## src/rtl/pipeline_hazard_ctrl_pkg.sv

```systemverilog
// pipeline_hazard_ctrl_pkg: shared FSM state encoding and register constants for the hazard controller.
package pipeline_hazard_ctrl_pkg;
  typedef enum logic [1:0] {
    ST_RUN      = 2'd0,
    ST_BUBBLE   = 2'd1,
    ST_MEM_WAIT = 2'd2,
    ST_TIMEOUT  = 2'd3
  } state_e;
  localparam logic [4:0] REG_X0 = 5'd0;
endpackage

```

## src/rtl/pipeline_hazard_ctrl_load_use.sv

```systemverilog
// hazard_load_use_detect: combinational load-use hazard between the ID instruction and a load in EX.
module hazard_load_use_detect
  import pipeline_hazard_ctrl_pkg::*;
(
  input  logic [4:0] rs1_i,
  input  logic [4:0] rs2_i,
  input  logic       rs1_used_i,
  input  logic       rs2_used_i,
  input  logic [4:0] rd_i,
  input  logic       reg_wb_en_i,
  input  logic       is_load_i,
  output logic       hazard_o
);
  always_comb begin
    hazard_o = is_load_i & reg_wb_en_i & (rd_i != REG_X0) &
               ((rs1_used_i & (rs1_i == rd_i)) | (rs2_used_i & (rs2_i == rd_i)));
  end
endmodule

```

## src/rtl/pipeline_hazard_ctrl.sv

```systemverilog
// pipeline_hazard_ctrl: stall/flush controller for IF/ID and ID/EX; HAZARD_PERF_CNT_EN adds perf counters.
module pipeline_hazard_ctrl
  import pipeline_hazard_ctrl_pkg::*;
#(
  parameter int MEM_TIMEOUT = 255,
  parameter int PERF_CNT_W  = 32
) (
  input  logic       clk_i,
  input  logic       rst_i,
  input  logic [4:0] rs1_label_if_id_i,
  input  logic [4:0] rs2_label_if_id_i,
  input  logic       rs1_used_if_id_i,
  input  logic       rs2_used_if_id_i,
  input  logic [4:0] rd_id_ex_i,
  input  logic       reg_wb_en_id_ex_i,
  input  logic       is_load_instruction_id_ex_i,
  input  logic       branch_taken_ex_i,
  input  logic       imem_busy_i,
  input  logic       dmem_busy_i,
  output logic       busywait_o,
  output logic       stall_pc_o,
  output logic       stall_if_id_o,
  output logic       flush_if_id_o,
  output logic       flush_id_ex_o,
  output logic       mem_timeout_o,
  output logic [1:0] state_o
`ifdef HAZARD_PERF_CNT_EN
  ,
  output logic [PERF_CNT_W-1:0] bubble_cnt_o,
  output logic [PERF_CNT_W-1:0] flush_cnt_o,
  output logic [PERF_CNT_W-1:0] memstall_cnt_o
`endif
);
  localparam int CNT_W = $clog2(MEM_TIMEOUT + 1);
  localparam logic [CNT_W-1:0] CNT_MAX = '1;
  localparam logic [CNT_W-1:0] CNT_LIM = CNT_W'(MEM_TIMEOUT);
  state_e state_q, state_d;
  logic [CNT_W-1:0] cnt_q, cnt_d;
  logic pend_q, pend_d, timeout_q, timeout_d;
  logic hazard, busy, bubble_ev, flush_ev;
  hazard_load_use_detect u_detect (
    .rs1_i       (rs1_label_if_id_i),
    .rs2_i       (rs2_label_if_id_i),
    .rs1_used_i  (rs1_used_if_id_i),
    .rs2_used_i  (rs2_used_if_id_i),
    .rd_i        (rd_id_ex_i),
    .reg_wb_en_i (reg_wb_en_id_ex_i),
    .is_load_i   (is_load_instruction_id_ex_i),
    .hazard_o    (hazard)
  );
  always_comb begin
    busy          = imem_busy_i | dmem_busy_i;
    state_d       = state_q;
    cnt_d         = cnt_q;
    pend_d        = pend_q;
    timeout_d     = timeout_q;
    busywait_o    = 1'b0;
    stall_pc_o    = 1'b0;
    stall_if_id_o = 1'b0;
    flush_if_id_o = 1'b0;
    flush_id_ex_o = 1'b0;
    bubble_ev     = 1'b0;
    flush_ev      = 1'b0;
    if (state_q == ST_TIMEOUT) begin
      busywait_o = 1'b1;
    end else if (busy) begin
      busywait_o = 1'b1;
      pend_d     = pend_q | branch_taken_ex_i;
      if (state_q == ST_MEM_WAIT) begin
        cnt_d = (cnt_q == CNT_MAX) ? cnt_q : cnt_q + CNT_W'(1);
        if (cnt_d == CNT_LIM) begin
          state_d   = ST_TIMEOUT;
          timeout_d = 1'b1;
        end
      end else begin
        cnt_d   = CNT_W'(1);
        state_d = ST_MEM_WAIT;
      end
    end else begin
      // Memory released: RUN rules apply in this same cycle.
      cnt_d   = '0;
      state_d = ST_RUN;
      if (branch_taken_ex_i | pend_q) begin
        flush_if_id_o = 1'b1;
        flush_id_ex_o = 1'b1;
        pend_d        = 1'b0;
        flush_ev      = 1'b1;
      end else if (hazard && state_q != ST_BUBBLE) begin
        stall_pc_o    = 1'b1;
        stall_if_id_o = 1'b1;
        flush_id_ex_o = 1'b1;
        state_d       = ST_BUBBLE;
        bubble_ev     = 1'b1;
      end
    end
    if (rst_i) begin
      busywait_o    = 1'b0;
      stall_pc_o    = 1'b0;
      stall_if_id_o = 1'b0;
      flush_if_id_o = 1'b1;
      flush_id_ex_o = 1'b1;
    end
    mem_timeout_o = timeout_q;
    state_o       = state_q;
  end
`ifdef HAZARD_PERF_CNT_EN
  logic [PERF_CNT_W-1:0] bubble_cnt_q, flush_cnt_q, memstall_cnt_q;
  logic [PERF_CNT_W-1:0] bubble_cnt_d, flush_cnt_d, memstall_cnt_d;
  always_comb begin
    bubble_cnt_d   = bubble_cnt_q + PERF_CNT_W'(bubble_ev);
    flush_cnt_d    = flush_cnt_q + PERF_CNT_W'(flush_ev);
    memstall_cnt_d = memstall_cnt_q + PERF_CNT_W'(busywait_o);
    bubble_cnt_o   = bubble_cnt_q;
    flush_cnt_o    = flush_cnt_q;
    memstall_cnt_o = memstall_cnt_q;
  end
  always_ff @(posedge clk_i) begin
    if (rst_i) begin
      bubble_cnt_q   <= '0;
      flush_cnt_q    <= '0;
      memstall_cnt_q <= '0;
    end else begin
      bubble_cnt_q   <= bubble_cnt_d;
      flush_cnt_q    <= flush_cnt_d;
      memstall_cnt_q <= memstall_cnt_d;
    end
  end
`else
`endif
  always_ff @(posedge clk_i) begin
    if (rst_i) begin
      state_q   <= ST_RUN;
      cnt_q     <= '0;
      pend_q    <= 1'b0;
      timeout_q <= 1'b0;
    end else begin
      state_q   <= state_d;
      cnt_q     <= cnt_d;
      pend_q    <= pend_d;
      timeout_q <= timeout_d;
    end
  end
endmodule

```

## config.mk

```make
export PLATFORM = sky130hd
export DESIGN_NAME = pipeline_hazard_ctrl
export DESIGN_NICKNAME = d
export VERILOG_FILES = /design/src/rtl/pipeline_hazard_ctrl_pkg.sv /design/src/rtl/pipeline_hazard_ctrl_load_use.sv /design/src/rtl/pipeline_hazard_ctrl.sv
export SDC_FILE = /design/constraint.sdc
export NUM_CORES = 1
export LEC_CHECK = 0
export CAP_MARGIN = 20
export CORE_AREA = 2 2 47 49
export DETAILED_ROUTE_END_ITERATION = 16
export DIE_AREA = 0 0 49 51
export PLACE_DENSITY = 0.77
export SYNTH_ARGS = -nofsm -noshare
export SYNTH_HDL_FRONTEND = slang
export SYNTH_SLANG_ARGS = --single-unit
```

## constraint.sdc

```tcl
create_clock -name clk_i -period 5.6 [get_ports clk_i]
set_input_delay 1.12 -clock clk_i [delete_from_list [all_inputs] [get_ports clk_i]]
set_output_delay 1.12 -clock clk_i [all_outputs]
set_load 0.005 [all_outputs]
```

# Word level (Yosys, flattened, before mapping)

Index checks and enable logic that the tools add are counted.

Register bits after elaboration: 12
Logic and storage cells: 54

Add/sub/neg operators: 1
Equal/unequal tests: 8
Mux-type cells: 26
Bitwise gates (word level): 9
Reduce and logical (&&, ||, !) cells: 6

Operator list:

| operator                                                                 | count |
|---|---|
| 8-bit two-way mux                                                        | 3 |
| 1-bit two-way mux                                                        | 20 |
| 8-bit equality test (second input constant)                              | 2 |
| 5-bit equality test                                                      | 2 |
| 8-bit by 1-bit adder with 8-bit output (second input constant)           | 1 |
| 2-bit two-way mux                                                        | 3 |
| 1-bit AND                                                                | 5 |
| 5-bit nonzero test                                                       | 1 |
| 2-bit equality test (second input constant)                              | 2 |
| 2-bit AND reduction                                                      | 2 |
| 4-bit AND reduction                                                      | 1 |
| 3-bit by 2-bit inequality test with 1-bit output (second input constant) | 1 |
| 1-bit OR                                                                 | 3 |
| 2-bit by 1-bit inequality test with 1-bit output (second input constant) | 1 |
| 2-bit nonzero test                                                       | 1 |
| 1-bit logical AND                                                        | 1 |
| 1-bit NOT                                                                | 1 |

# Longest topological paths before layout

Gate-level depths: netlist of the first run.

Depth in word-level cells: 10
Mapped depth: 6

# Modules after synthesis

A second synthesis of the first run with hierarchy kept.

Cell total of the unflattened synthesis: 108
Area, all modules: 889.6 sq um

Modules (own cells, without submodules):

| module                 | times used | cells each | area an instance (sq um) |
|---|---|---|---|
| pipeline_hazard_ctrl   | 1          | 91         | 754.5 |
| hazard_load_use_detect | 1          | 17         | 135.1 |

# Worst setup path after synthesis of the first run

Ideal clock, no wire load.

Path kind: input-to-output
Start point: input port rd_id_ex_i[2]
End point: output port stall_pc_o
Arrival time: 2032 ps
Required time: 4480 ps
Slack: 2448 ps
Stages on the path: 6
Buffers on the path: 1
Cell sequence: xnor2_1 -> nand4_1 -> o22ai_1 -> nand3_1 -> nor3_1 -> buf_4

Cells in the longest elaborated chain, start to end: 10

Ends and longest elaborated chain:

| element                          | RTL line                            | source |
|---|---|---|
| from (decl)                      | pipeline_hazard_ctrl.sv:14          | `input logic [4:0] rd_id_ex_i,` |
| 5-bit equality test              | pipeline_hazard_ctrl_load_use.sv:16 | `((rs1_used_i & (rs1_i == rd_i)) \| (rs2_used_i & (rs2_i == rd_i)));` |
| 1-bit AND                        | pipeline_hazard_ctrl_load_use.sv:16 |  |
| 1-bit OR                         | pipeline_hazard_ctrl_load_use.sv:16 |  |
| 1-bit AND *                      | pipeline_hazard_ctrl_load_use.sv:15 | `hazard_o = is_load_i & reg_wb_en_i & (rd_i != REG_X0) &` |
| 1-bit logical AND *              | pipeline_hazard_ctrl.sv:88          | `end else if (hazard && state_q != ST_BUBBLE) begin` |
| 1-bit two-way mux * (5 in a row) | n/a                                 |  |
| to (decl)                        | pipeline_hazard_ctrl.sv:21          | `output logic stall_pc_o,` |

Every way passes the cells marked *; elsewhere a longest branch is shown, timed or not.

# Worst setup path after layout of the first run

Start point: input port rd_id_ex_i[3]
End point: output port stall_pc_o

Cells in the longest elaborated chain, start to end: 10

Ends and longest elaborated chain:

| element             | RTL line                            | source |
|---|---|---|
| 5-bit equality test | pipeline_hazard_ctrl_load_use.sv:16 |  |
| 1-bit AND           | pipeline_hazard_ctrl_load_use.sv:16 |  |
| 1-bit OR            | pipeline_hazard_ctrl_load_use.sv:16 |  |
| 1-bit AND *         | pipeline_hazard_ctrl_load_use.sv:15 |  |
| 1-bit logical AND * | pipeline_hazard_ctrl.sv:88          |  |
| 1-bit two-way mux * | pipeline_hazard_ctrl.sv:88          |  |
| 1-bit two-way mux * | pipeline_hazard_ctrl.sv:83          | `if (branch_taken_ex_i \| pend_q) begin` |
| 1-bit two-way mux * | pipeline_hazard_ctrl.sv:66          | `end else if (busy) begin` |
| 1-bit two-way mux * | pipeline_hazard_ctrl.sv:64          | `if (state_q == ST_TIMEOUT) begin` |
| 1-bit two-way mux * | pipeline_hazard_ctrl.sv:96          | `if (rst_i) begin` |

Marked as above.

==> key figures, run 1 <==
STA
  – Final Hold Fails: 0
  – Worst slew pin tran: ~0.57 ns
  – F_max: 236.9 MHz
  – Max-slew violations: 0
  – Post-Route Skew: 0.002976 ns
  – Count of final setup violators: 0
  – RSZ-0062 raised after global routing: no
  – Final period util: 75.39%
  – Setup TNS: 0 ns
  – Min Tclk post-route: 4.222 ns
  – Relative slew slack: 61.91%

Floorplan
  – Die X: a little under 50 µm
  – Die area: 2499 µm²
  – Floorplan row count: 17
  – Die Y: a little over 50 µm
  – Placeable Area: 2063 µm²
  – Starting density of the core: 41.84%
  – Top-Level Pins: 32

Detailed routing
  – Vias per inst: 5.735
  – Final ANT Viol Nets: 0
  – Residual DRC: 0
  – Routed WL per cell: 13.60 µm
  – Drt first pass iters: 4
  – Vias post-DR: 952
  – WL final: 2257 µm
  – Iter 0 DRT Violations: 23

Worst setup path
  – Worst setup SP type: input port
  – Critical path class: input port to output port
  – Critical Path End Type: output port
  – R2R Setup Slk: 3.50 ns
  – CP Data Required Time: about 4.5 ns
  – Critical Path Fanout Max: 3
  – CP arrival: 3.10 ns

Clock tree
  – CTS Sinks: 12
  – CTS buffer count: 3
  – Post-CTS Setup Bufs: 0
  – H-tree levels: 1
  – # resized after CTS: 0
  – Root Driver: clkbuf_4
  – CTS tree: yes
  – CTS max path bufs: 2
  – Post-CTS Hold Buffers: 0
  – Clk_lat worst skew: 0.28 ns
  – Clock slew at reported path FFs: 0.07 ns

Worst hold path
  – Hold crit path type: register to register

Placement
  – Port bufs: 31
  – GP Congestion: 0.8942
  – Placed Cells: 163
  – DP HPWL: 1693 µm

Power
  – VDD IR max: ~0.17 mV
  – Leak Pwr: 0.3718 nW
  – PD cells: 158.8 nW/µm²

GRT
  – GRT Util Overall: between 20% and 30%
  – Congestion Overflow GR: 0
  – Initial antenna violation count: 0
  – Pin count of the biggest net entering global routing: 15
  – First-pass GRT wire length: ~3800 µm
  – Vias in the first global route: 840

Finish
  – Layout Area Growth over Synthesis: 37.83%
  – Ant. Diodes: 0
  – Most common cell after layout, fill and taps aside: clkdlybuf4s50_1
  – Final std cells w/o fill: 166
  – Share of cells above drive strength 1: 5.797%
  – Final nets: about 170
  – Most frequent cells in the layout: clkdlybuf4s50_1, xnor2_1, dfxtp_1

Synthesis
  – Syn avg cell area: 7.848 µm²
  – Async SR Flop Fraction: 0%
  – Cells after Synth: 110
  – Yosys top cell area share: 27.83%
  – Synth unique cells: 39
  – Synthesized flop and latch total: 12
  – Top FF cell, synth: dfxtp_1
  – Post-synthesis net count: roughly 140
  – Area contributors post-synth: dfxtp_1, xnor2_1, a21oi_1
  – YS warnings: 0
  – Area leader, netlist: dfxtp_1
  – Sequential share of the synthesized area: 27.83%
  – Post-synth EDFFs: 0
  – Mapped Area: 863.3 µm²

Outcome
  – Outcome: complete, no violations

Run
  – Max Cap Violations: 0
[where the power goes]
group          internal, mW  total, mW  switching [mW]
Combinational        0.0274     0.0432          0.0158
Sequential           0.0871     0.0898         0.00271
Clock                0.0250     0.0559          0.0309
Total                 0.140      0.189          0.0494
[sequential cells by signal (all words and copies together) (netlist names)]
name	count
cnt_q	8
pend_q	1
state_o	2
mem_timeout_o	1
[metrics by stage]
stage	power, mW	util (%)	area, µm²	worst slack [ns]	hold WS (ns)
2_1_floorplan	0.1091	-	863.3	2.448	0.4420
3_3_place_gp	0.1345	56.58	1167	1.472	0.4353
3_5_place_dp	0.1351	56.58	1167	1.391	0.4517
4_1_cts	0.1906	57.67	1190	1.396	0.4682
5_1_grt	0.1979	57.67	1190	1.224	0.5064
6_report	0.1889	57.67	1190	1.378	0.4624
[kinds of logic after synthesis]
logic type | Yosys count | synth area share [%]
simple gates | 44 | 26.96
buf+inv | 8 | 5.653
flops | 12 | 27.83
compound gates | 33 | 25.94
xor+xnor | 12 | 12.17
fa+ha+maj | 1 | 1.449
[final cells by class]
| class | count | area [µm²] |
|---|---|---|
| Fill cell | 195 | 873.3 |
| Multi-Input combinational cell | 90 | 574.3 |
| Timing Repair Buffer | 31 | 310.3 |
| Sequential cell | 12 | 240.2 |
| Tap cell | 28 | 35.03 |
| Clock buffer | 3 | 22.52 |
| Inverter | 2 | 7.507 |
[path summary, 6_finish.rpt]
check / end / cells past startpoint / start
setup / recovery: stall_pc_o / 7 / rd_id_ex_i[3]
hold reg to reg: mem_timeout_o / 2 / mem_timeout_o
hold / removal: mem_timeout_o / 2 / mem_timeout_o
setup reg to reg: state_o[0] / 6 / cnt_q[0]
[cell usage after synthesis (2+ instances only)]
library cell,n
dfxtp_1,12
xnor2_1,12
nand2_1,11
nor2_1,10
a21oi_1,9
nor3_1,6
a31oi_1,5
clkbuf_1,3
nand3_1,3
nand4_1,3
o21ai_0,3
a311oi_1,2
buf_6,2
inv_1,2
nand2b_1,2
o21ai_1,2
[layer usage]
layer / GRT usage (%) / part of all wire [%] / vias to the layer above
met5: 0 / 0 / -
met4: 11.43 / 2.3 / 0
met3: 6.725 / 8.5 / 5
met2: 32.65 / 46 / 52
met1: 23.96 / 43 / 426
li1: - / - / 469
[critical path: stages]
cell and delay [ns]:
clkdlybuf4s50_1 0.54, xnor2_1 0.15, nand4_1 0.10, o22ai_1 0.24, nand3_1 0.14, nor3_1 0.24
clkdlybuf4s50_1 0.57
No activity file was read; power rests on OpenSTA's default activity.
==> inputs of run 2 (changes only) <==
CORE_AREA = 2 2 48 50   (was 2 2 47 49)
DIE_AREA = 0 0 50 52   (was 0 0 49 51)
PLACE_DENSITY = 0.74   (was 0.77)
clock period = 4.25 ns   (was 5.6 ns; I/O delays follow)
==> key figures, run 2 (synthesized netlist as in run 1, its figures left out) <==
Outcome
  – Outcome: complete, no violations

Worst hold path
  – Hold crit path type: register to register
  – HP Start: mem_timeout_o
  – WHS Endpoint: mem_timeout_o
  – Hold Crit Depth: 2

Clock tree
  – Post-CTS Setup Bufs: 0
  – CTS max path bufs: 2
  – CTS Sinks: 12
  – Clk_lat worst skew: 0.28 ns
  – H-tree levels: 1
  – Post-CTS Hold Buffers: 0
  – Root Driver: clkbuf_4
  – CTS buffer count: 3
  – CTS tree: yes
  – Clock slew at reported path FFs: approximately 0.070 ns
  – # resized after CTS: 0

STA
  – Min Tclk post-route: 3.609 ns
  – Post-Route Skew: roughly 0.008 ns
  – Worst slew pin tran: ~0.38 ns
  – Count of final setup violators: 0
  – Hold_ws: 0.4676 ns
  – Final Hold Fails: 0
  – F_max: around 280 MHz
  – Setup TNS: 0 ns
  – RSZ-0062 raised after global routing: no
  – Max-slew violations: 0
  – Relative slew slack: 74.45%
  – Final period util: 84.91%

Finish
  – Most frequent cells in the layout: clkdlybuf4s50_1, xnor2_1, dfxtp_1
  – Share of cells above drive strength 1: 7.143%
  – Fill cells: 200
  – Most common cell after layout, fill and taps aside: clkdlybuf4s50_1
  – Biggest register: cnt_q
  – Final nets: 167
  – Ant. Diodes: 0
  – Max reg flops: 8
  – Finished Core Util: a little under three fifths
  – Layout Area Growth over Synthesis: 39.57%

Power
  – Leak Pwr: about 0.38 nW
  – VDD IR max: 0.1823 mV
  – PD cells: around 200 nW/µm²

Detailed routing
  – Vias post-DR: ~940
  – Routed WL per cell: roughly 14 µm
  – WL final: 2297 µm
  – Residual DRC: 0
  – Vias per inst: 5.583
  – Drt first pass iters: 4
  – Iter 0 DRT Violations: 29
  – Final ANT Viol Nets: 0

Floorplan
  – Placeable Area: 2106 µm²
  – Floorplan row count: 17
  – Die X: ~50 µm
  – Die Y: 52 µm
  – Starting density of the core: 41.00%
  – Top-Level Pins: 32
  – Die area: between 2000 and 3000 µm²

GRT
  – Vias in the first global route: approximately 980
  – Initial antenna violation count: 0
  – GRT Util Overall: between 20% and 30%
  – Congestion Overflow GR: 0
  – Pin count of the biggest net entering global routing: 13
  – First-pass GRT wire length: between 4000 and 5000 µm

Worst setup path
  – Worst setup SP type: input port
  – Critical Path Fanout Max: 3
  – R2R Setup Slk: 2.16 ns
  – CP Data Required Time: around 3.4 ns
  – Worst R2R Path Depth: 6
  – Reg2reg end: state_o[0]
  – Critical path class: input port to output port
  – R2R Path Start: cnt_q[0]
  – CP arrival: 2.76 ns
  – Critical Path End Type: output port

Placement
  – DP HPWL: approximately 1800 µm
  – GP Congestion: 0.9006
  – Port bufs: 31

Run
  – Max Cap Violations: 0
-- run 2: changes by cell type in the layout (fill, tap and decap cells not counted) --
cell,change
buf_4,+2
-- run 2: power by group --
| part | total (mW) | internal [mW] | leakage, nW | switching (mW) |
|---|---|---|---|---|
| combinational | 0.0585 | 0.0373 | 0.270 | 0.0212 |
| clock | 0.0702 | 0.0329 | 0.0138 | 0.0374 |
| sequential | 0.118 | 0.115 | 0.0976 | 0.00352 |
-- run 2: metrics by stage --
stage	setup slack, ns	area [µm²]	total power, mW	std cells
after floorplan	1.638	863.3	0.1438	110
after global placement	0.6519	1182	0.1787	165
after detailed placement	0.6122	1182	0.1797	165
after CTS	0.6039	1205	0.2478	168
after global routing	0.4355	1205	0.2577	168
final	0.6413	1205	0.2470	168
-- run 2: final cells by class --
type                    instances  area (µm²)  share of cell area [%]
clock buffers                   3       22.52                   1.869
flip-flops and latches         12       240.2                   19.94
well taps                      28       35.03                   2.908
inverters                       2       7.507                  0.6231
multi-input cells              90       574.3                   47.66
repair buffers                 33       325.3                   27.00
-- run 2: worst max-delay path by stage --
stage | slack, ns | endpoint | startpoint
finish | 0.64 | stall_pc_o | rd_id_ex_i[4]
global placement | 0.65 | stall_if_id_o | rd_id_ex_i[2]
CTS | 0.60 | stall_pc_o | rd_id_ex_i[4]
global route | 0.44 | stall_if_id_o | rd_id_ex_i[3]
detailed placement | 0.61 | stall_pc_o | rd_id_ex_i[4]
floorplan | 1.64 | stall_pc_o | rd_id_ex_i[2]
-- run 2: worst max-delay path: stages --
cell,delay (ns)
clkdlybuf4s50_1,0.55
xnor2_1,0.14
nand4_1,0.10
o22ai_1,0.22
nand3_1,0.14
nor3_1,0.21
clkdlybuf4s50_1,0.54
-- run 2: routing by layer --
layer / wire, µm / track usage (%) / vias to the layer above / share of wire (%)
met5: 0 / 0 / - / 0
met4: 60 / 12.50 / 0 / 2.6
met3: 143 / 4.310 / 8 / 6.2
met2: 1120 / 35.53 / 32 / 49
met1: 972 / 23.23 / 430 / 42
li1: - / - / 468 / -
==> inputs of run 3 (changes only) <==
CORE_AREA = 2 2 51 53   (was 2 2 48 50)
DIE_AREA = 0 0 53 55   (was 0 0 50 52)
PLACE_DENSITY = 0.69   (was 0.74)
clock period = 3.1 ns   (was 4.25 ns; I/O delays follow)
==> key figures, run 3 (synthesized netlist as in run 1, its figures left out) <==
Finish
  – Final nets: 170
  – Most common cell after layout, fill and taps aside: clkdlybuf4s50_1
  – Share of cells above drive strength 1: 11.89%
  – Layout Area Growth over Synthesis: 46.23%
  – Multi-input gate area: 598.1 µm²
  – Finished Core Util: 53.39%
  – Fill cells: 228
  – Ant. Diodes: 0
  – Biggest register: cnt_q
  – Most frequent cells in the layout: clkdlybuf4s50_1, dfxtp_1, xnor2_1, nand2_1, nor2_1
  – Final std cells w/o fill: 173
  – Max reg flops: 8
  – Reg area: 240.2 µm²

STA
  – RSZ-0062 raised after global routing: no
  – Final period util: 96.62%
  – Setup TNS: 0 ns
  – Count of final setup violators: 0
  – Min Tclk post-route: 2.995 ns
  – Hold_ws: 0.4482 ns
  – Post-Route Skew: between 0.007 and 0.008 ns
  – Worst slew pin tran: 0.4063 ns
  – Max-slew violations: 0
  – F_max: 333.9 MHz
  – Final Hold Fails: 0
  – Relative slew slack: 72.90%

Detailed routing
  – Residual DRC: 0
  – Vias post-DR: around 910
  – Drt first pass iters: 4
  – Routed WL per cell: about 13 µm
  – Iter 0 DRT Violations: 20
  – Final ANT Viol Nets: 0
  – WL final: between 2000 and 2500 µm
  – Vias per inst: around 5.2

Clock tree
  – Root Driver: clkbuf_4
  – CTS buffer count: 3
  – CTS max path bufs: 2
  – Post-CTS Setup Bufs: 0
  – CTS Sinks: 12
  – H-tree levels: 1
  – Post-CTS Hold Buffers: 0
  – Clk_lat worst skew: 0.27 ns
  – CTS tree: yes
  – Clock slew at reported path FFs: 0.06 ns

Power
  – Leak Pwr: 0.4534 nW
  – VDD IR max: between 0.3 and 0.4 mV
  – PD cells: 267.8 nW/µm²
  – Power Total: 0.3381 mW

Floorplan
  – Die area: 2915 µm²
  – Floorplan row count: 18
  – Starting density of the core: 36.51%
  – Top-Level Pins: 32
  – Die X: 53 µm
  – Die Y: between 50 and 60 µm
  – Placeable Area: ~2400 µm²

Placement
  – Placed Cells: 170
  – GP Congestion: 0.8587
  – Port bufs: 31
  – DP HPWL: 1746 µm

Worst setup path
  – CP arrival: between 2 and 2.5 ns
  – Critical Path End Type: output port
  – Critical Path Fanout Max: 3
  – Worst setup SP type: input port
  – Critical path class: input port to output port
  – CP Data Required Time: 2.48 ns

Worst hold path
  – Hold crit path type: register to register

Run
  – Max Cap Violations: 0

GRT
  – Initial antenna violation count: 0
  – Congestion Overflow GR: 0
  – GRT Util Overall: 15.61%
  – Vias in the first global route: 769
  – Pin count of the biggest net entering global routing: 13
  – First-pass GRT wire length: between 3000 and 4000 µm

Outcome
  – Outcome: complete, no violations
run 3: cell types whose count changed in the layout (fill, tap and decap cells not counted), sizes merged:
| cell | previous run | this run |
|---|---|---|
| dlymetal6s2s | 0 | 4 |
| dlygate4sd2 | 0 | 1 |
| clkdlybuf4s50 | 31 | 26 |
| buf | 2 | 5 |
run 3: area by class of cell:
cell class,count,share of cell area [%]
clock buffer,3,1.784
inverter,2,0.5946
multi-input combinational,90,47.37
sequential,12,19.03
tap,30,2.973
timing repair buffer,36,28.25
run 3: timing repair:
item | 4_1_cts | 5_1_grt
pin swaps | 0 | 1
gates cloned | 0 | 0
gates resized for setup | 3 | 6
endpoints found under the setup margin | 2 | 3
run 3: per-layer routing:
metal	global-route usage (%)	up-vias	routed length [µm]
li1	-	477	-
met1	18.91	394	1037
met2	26.67	32	1027
met3	3.763	4	171
met4	6.410	0	35
met5	0	-	0
run 3: final timing paths:
check / cells past startpoint / slack (ns) / end / from
worst max-delay path: 7 / 0.10 / stall_if_id_o / rd_id_ex_i[2]
worst min-delay path: 2 / 0.45 / mem_timeout_o / mem_timeout_o
worst max register to register: 6 / 1.02 / state_o[0] / cnt_q[0]
worst min register to register: 2 / 0.45 / mem_timeout_o / mem_timeout_o
run 3: per-stage QoR:
stage | area [µm²] | worst slack [ns]
finish | 1262 | 0.1046
global route | 1262 | 0.01054
CTS | 1240 | 0.02206
detailed placement | 1207 | -0.07736
global placement | 1207 | -0.02991
floorplan | 863.3 | 0.9483
run 3: worst max-delay path, cell delays in order:
cell and delay [ns]:
clkdlybuf4s50_1 0.53, xnor2_1 0.13, nand4_1 0.12, o22ai_2 0.19, nand3_2 0.11, nor3_2 0.14, clkdlybuf4s50_1 0.53
run 3: power by group:
| group | internal, mW | switching, mW |
|---|---|---|
| Clock | 0.0449 | 0.0463 |
| Sequential | 0.157 | 0.00484 |
| Combinational | 0.0533 | 0.0313 |
==> variant 1: new RTL, flow settings as in run 1 <==
`REG_X0`: 5'd0 -> 5'd1.
--- a/src/rtl/pipeline_hazard_ctrl_pkg.sv
+++ b/src/rtl/pipeline_hazard_ctrl_pkg.sv
@@ -6,6 +6,6 @@
     ST_MEM_WAIT = 2'd2,
     ST_TIMEOUT  = 2'd3
   } state_e;
-  localparam logic [4:0] REG_X0 = 5'd0;
+  localparam logic [4:0] REG_X0 = 5'd1;
 endpackage
 
Behaviour: not the same (Yosys sat finds a counterexample within 4 cycles, from zero or initial values and one cycle with rst_i high).
==> variant 1 against run 1 <==
Routed wire length is 4.2% lower. Setup slack gained 0.0059 ns. Global-route usage is 0.51 points lower. Final area is 1.1% higher. Clock power is 26% higher. Largest power group unchanged. Maximum frequency grew 0.14%. Sequential cell count unchanged. Via count shrank 5.1%. Cell count grew 0.60%. Die area is the same. Sequential share of layout area decreased by 0.21 points. Critical path depth did not move. Total power up 8.0%. Area after synthesis fell by 1.7%.
==> variant 1: results (changes against run 1) <==
Hold Path Origin=mem_timeout_o; synthesis-to-layout area growth=41.7%; register area share after synthesis=28.3% (+0.49 points); P_int=0.155 mW (+11%); WP data arrival=3.10 ns (about the same); share of cells above drive strength 1=6.47% (+0.68 points); slew margin rel.=66.8% (+4.8 points); final non-filler cell total=167 (+0.60%); Post-Synth Adder-Cell Area=1.47% (+0.026 points); Worst R2R Start=cnt_q[0]; CP Capture Point=stall_pc_o; max FFs per register=8 (unchanged); minimum clock period=4.22 ns (-0.00591 ns); Min-Delay Path Class=register to register; EDFF count, synth=0 (unchanged); Total GRT Usage=19.8% (-0.51 points); Post-DP Area=1170 um^2 (-0.11%); Setup crit start=rd_id_ex_i[4]; hold-critical path depth=2 (unchanged); worst-case clock buffer depth=2 (unchanged); fill count=185 (-5.1%); Netlist cell types=38 (-2.6%); commonest cells in the synthesized netlist=dfxtp_1 (12), xnor2_1 (12), a21oi_1 (11); YS warnings=0 (unchanged); mux share of post-synthesis cell area=0% (unchanged); Post-CTS Setup Bufs=0 (unchanged); CTS root buf=clkbuf_4; hold endpoint=mem_timeout_o; top post-synthesis cells by area=dfxtp_1 (28%), xnor2_1 (12%), a21oi_1 (6.5%), nand2_1 (4.4%), nor2_1 (4.4%); r2r setup slk=3.45 ns (-0.05 ns); global-route wire length before repair=3800 um (unchanged); syn nets=134 (-0.74%); total CTS buffers=3 (unchanged); Max VDD drop=108 uV (-35%); Clock Skew=0.00695 ns (+0.00398 ns); Compound-Gate Fraction of Synth Area=25.8% (-0.13 points); Pleak=0.385 nW (+3.6%); Largest Register=cnt_q; vias=903 (-5.1%); worst skew pair latency=0.28 ns (about the same); Syn Area/Cell=7.78 um^2 (-0.84%); status=finished, final reports clean; Routed WL per cell=12.9 um (-4.8%); post-cts repair resize count=0 (unchanged); Hold Worst Slack=0.459 ns (-0.00365 ns); Pre-Repair DR Iteration Count=4 (unchanged); vias in the first global route=843 (+0.36%); antenna violations before repair=0 (unchanged); first-iteration detailed-routing DRC count=15 (-35%); worst slack at placement=1.39 ns (-0.00216 ns); XOR/XNOR Fraction of Synth Area=12.4% (+0.22 points); Post-DP HPWL=1700 um (+0.50%); gpl congestion=0.889 (-0.55%); antenna fix cells=0 (unchanged)
variant 1: routing by layer:
layer	up-vias	track usage, %	wire length [um]
li1	464	-	-
met5	-	0	0
met3	4	5.56	112
met1	408	24.5	1000
met4	0	10.0	23
met2	27	31.7	1020
variant 1: power by group through the flow:
stage               Sequential [mW]  Combinational [mW]  Clock, mW
floorplan                    0.0910              0.0186          0
global placement             0.0915              0.0439          0
detailed placement           0.0915              0.0443          0
CTS                          0.0895              0.0447     0.0714
global route                 0.0899              0.0487     0.0762
finish                       0.0896              0.0443     0.0703
variant 1: layout make-up:
type                    instances  area share (%)
repair buffers                 32            26.4
inverters                       2           0.624
multi-input cells              89            47.0
well taps                      28            2.91
clock buffers                   4            3.02
flip-flops and latches         12            20.0
variant 1: critical path, cell delays in order:
cell and delay, ns:
clkdlybuf4s50_1 0.53, xnor2_1 0.15, nand4_1 0.11, o22ai_1 0.22, nand4_1 0.14, nor3_1 0.25
clkdlybuf4s50_1 0.58
==> variant 2: new RTL, flow settings as in run 1 <==
Without the edit above. Register the output `mem_timeout_o`, with the module's reset; this adds one clock of latency there. The other outputs are not delayed to match.
--- a/src/rtl/pipeline_hazard_ctrl.sv
+++ b/src/rtl/pipeline_hazard_ctrl.sv
@@ -34,6 +34,8 @@
   localparam int CNT_W = $clog2(MEM_TIMEOUT + 1);
   localparam logic [CNT_W-1:0] CNT_MAX = '1;
   localparam logic [CNT_W-1:0] CNT_LIM = CNT_W'(MEM_TIMEOUT);
+
+  logic mem_timeout_d;
   state_e state_q, state_d;
   logic [CNT_W-1:0] cnt_q, cnt_d;
   logic pend_q, pend_d, timeout_q, timeout_d;
@@ -100,7 +102,7 @@
       flush_if_id_o = 1'b1;
       flush_id_ex_o = 1'b1;
     end
-    mem_timeout_o = timeout_q;
+    mem_timeout_d = timeout_q;
     state_o       = state_q;
   end
 `ifdef HAZARD_PERF_CNT_EN
@@ -140,5 +142,13 @@
       timeout_q <= timeout_d;
     end
   end
+  always_ff @(posedge clk_i) begin
+    if (rst_i) begin
+      mem_timeout_o <= '0;
+    end else begin
+      mem_timeout_o <= mem_timeout_d;
+    end
+  end
+
 endmodule
 
Behaviour: no difference found for any inputs over 10 cycles, from zero or initial values and one cycle with rst_i high; that may be too few to reach the edited logic, so the function may still have changed.
==> variant 2 against run 1 <==
Setup slack got worse by 0.29 ns. Total power increased by 2.6%. Routed wire length decreased by 10%. Combinational power decreased by 6.5%. Sequential cell count increased by 1. Critical endpoint is now stall_if_id_o. Largest cell class unchanged. Final area decreased by 3.3%. Highest routed layer is now met3. Area after synthesis decreased by 7.5%. Non-clock buffer count unchanged.
==> variant 2: results (changes against run 1) <==
clk cell area share=2.28% (+0.39 points); fraction of area in multi-input gates=44.1% (-4.1 points); final-layout clock buffer total=4 (+1); r2r setup slk=3.93 ns (+0.43 ns); final non-filler cell total=160 (-3.6%); FF+latch count=13 (+1); P_sw=0.0464 mW (-6.0%); combinational share of power=20.8% (-2.1 points); commonest cells in the synthesized netlist=dfxtp_1 (13), nand3_1 (9), nor2_1 (9); Total GRT Usage=17.5% (-2.9 points); sequential power share=49.8% (+2.3 points); WP data arrival=3.39 ns (+0.29 ns); Pleak=0.409 nW (+10%); Netlist cell types=32 (-18%); Post-DP Area=1120 um^2 (-3.6%); Max VDD drop=185 uV (+11%); Hold Worst Slack=0.467 ns (+0.00434 ns); hold-critical path depth=1 (-1); fill count=199 (+2.1%); status=finished, final reports clean; vias in the first global route=813 (-3.2%); Setup crit start=rd_id_ex_i[1]; Post-DP HPWL=1660 um (-2.2%); Clock Skew=0.00783 ns (+0.00486 ns); first-iteration detailed-routing DRC count=12 (-48%); share of cells above drive strength 1=5.30% (-0.49 points); Hold Path Origin=mem_timeout_d; final period utilization=80.5% (+5.1 points); worst slack at placement=1.10 ns (-0.287 ns); sequential cell area share=22.6% (+2.4 points); Compound-Gate Fraction of Synth Area=21.3% (-4.6 points); hold endpoint=mem_timeout_o; Multi-In Gates=81 (-10%); Post-Synth Adder-Cell Area=1.57% (+0.12 points); global-route wire length before repair=3490 um (-8.0%); register area share after synthesis=32.6% (+4.8 points); top post-synthesis cells by area=dfxtp_1 (33%), xor2_1 (8.8%), nand3_1 (5.6%), a21oi_1 (5.0%), xnor2_1 (4.4%); CP Capture Point=stall_if_id_o; Routed WL per cell=12.7 um (-6.9%)
==> variant 2: changes by cell type after synthesis, sizes merged, moves of 2 or more <==
cell | before | now
a311oi | 3 | 0
and3 | 1 | 5
o31ai | 0 | 2
or2 | 0 | 2
xor2 | 0 | 8
o21bai | 0 | 2
xnor2 | 12 | 4
a31oi | 5 | 2
nand3 | 4 | 9
nor3 | 6 | 3
buf | 3 | 1
nand2 | 11 | 4
==> variant 2: critical path: cells and delay by family <==
kind            cells  cell delay (ns)
buf+inv             2             1.01
simple gates        3             0.69
compound gates      1             0.38
xor+xnor            1             0.19
==> variant 2: per-layer routing <==
| layer | GRT usage, % | wire [um] | part of all wire, % |
|---|---|---|---|
| met3 | 6.43 | 154 | 7.6 |
| met1 | 22.1 | 935 | 46 |
| met5 | 0 | 0 | 0 |
| met4 | 1.43 | 0 | 0 |
| met2 | 29.7 | 935 | 46 |
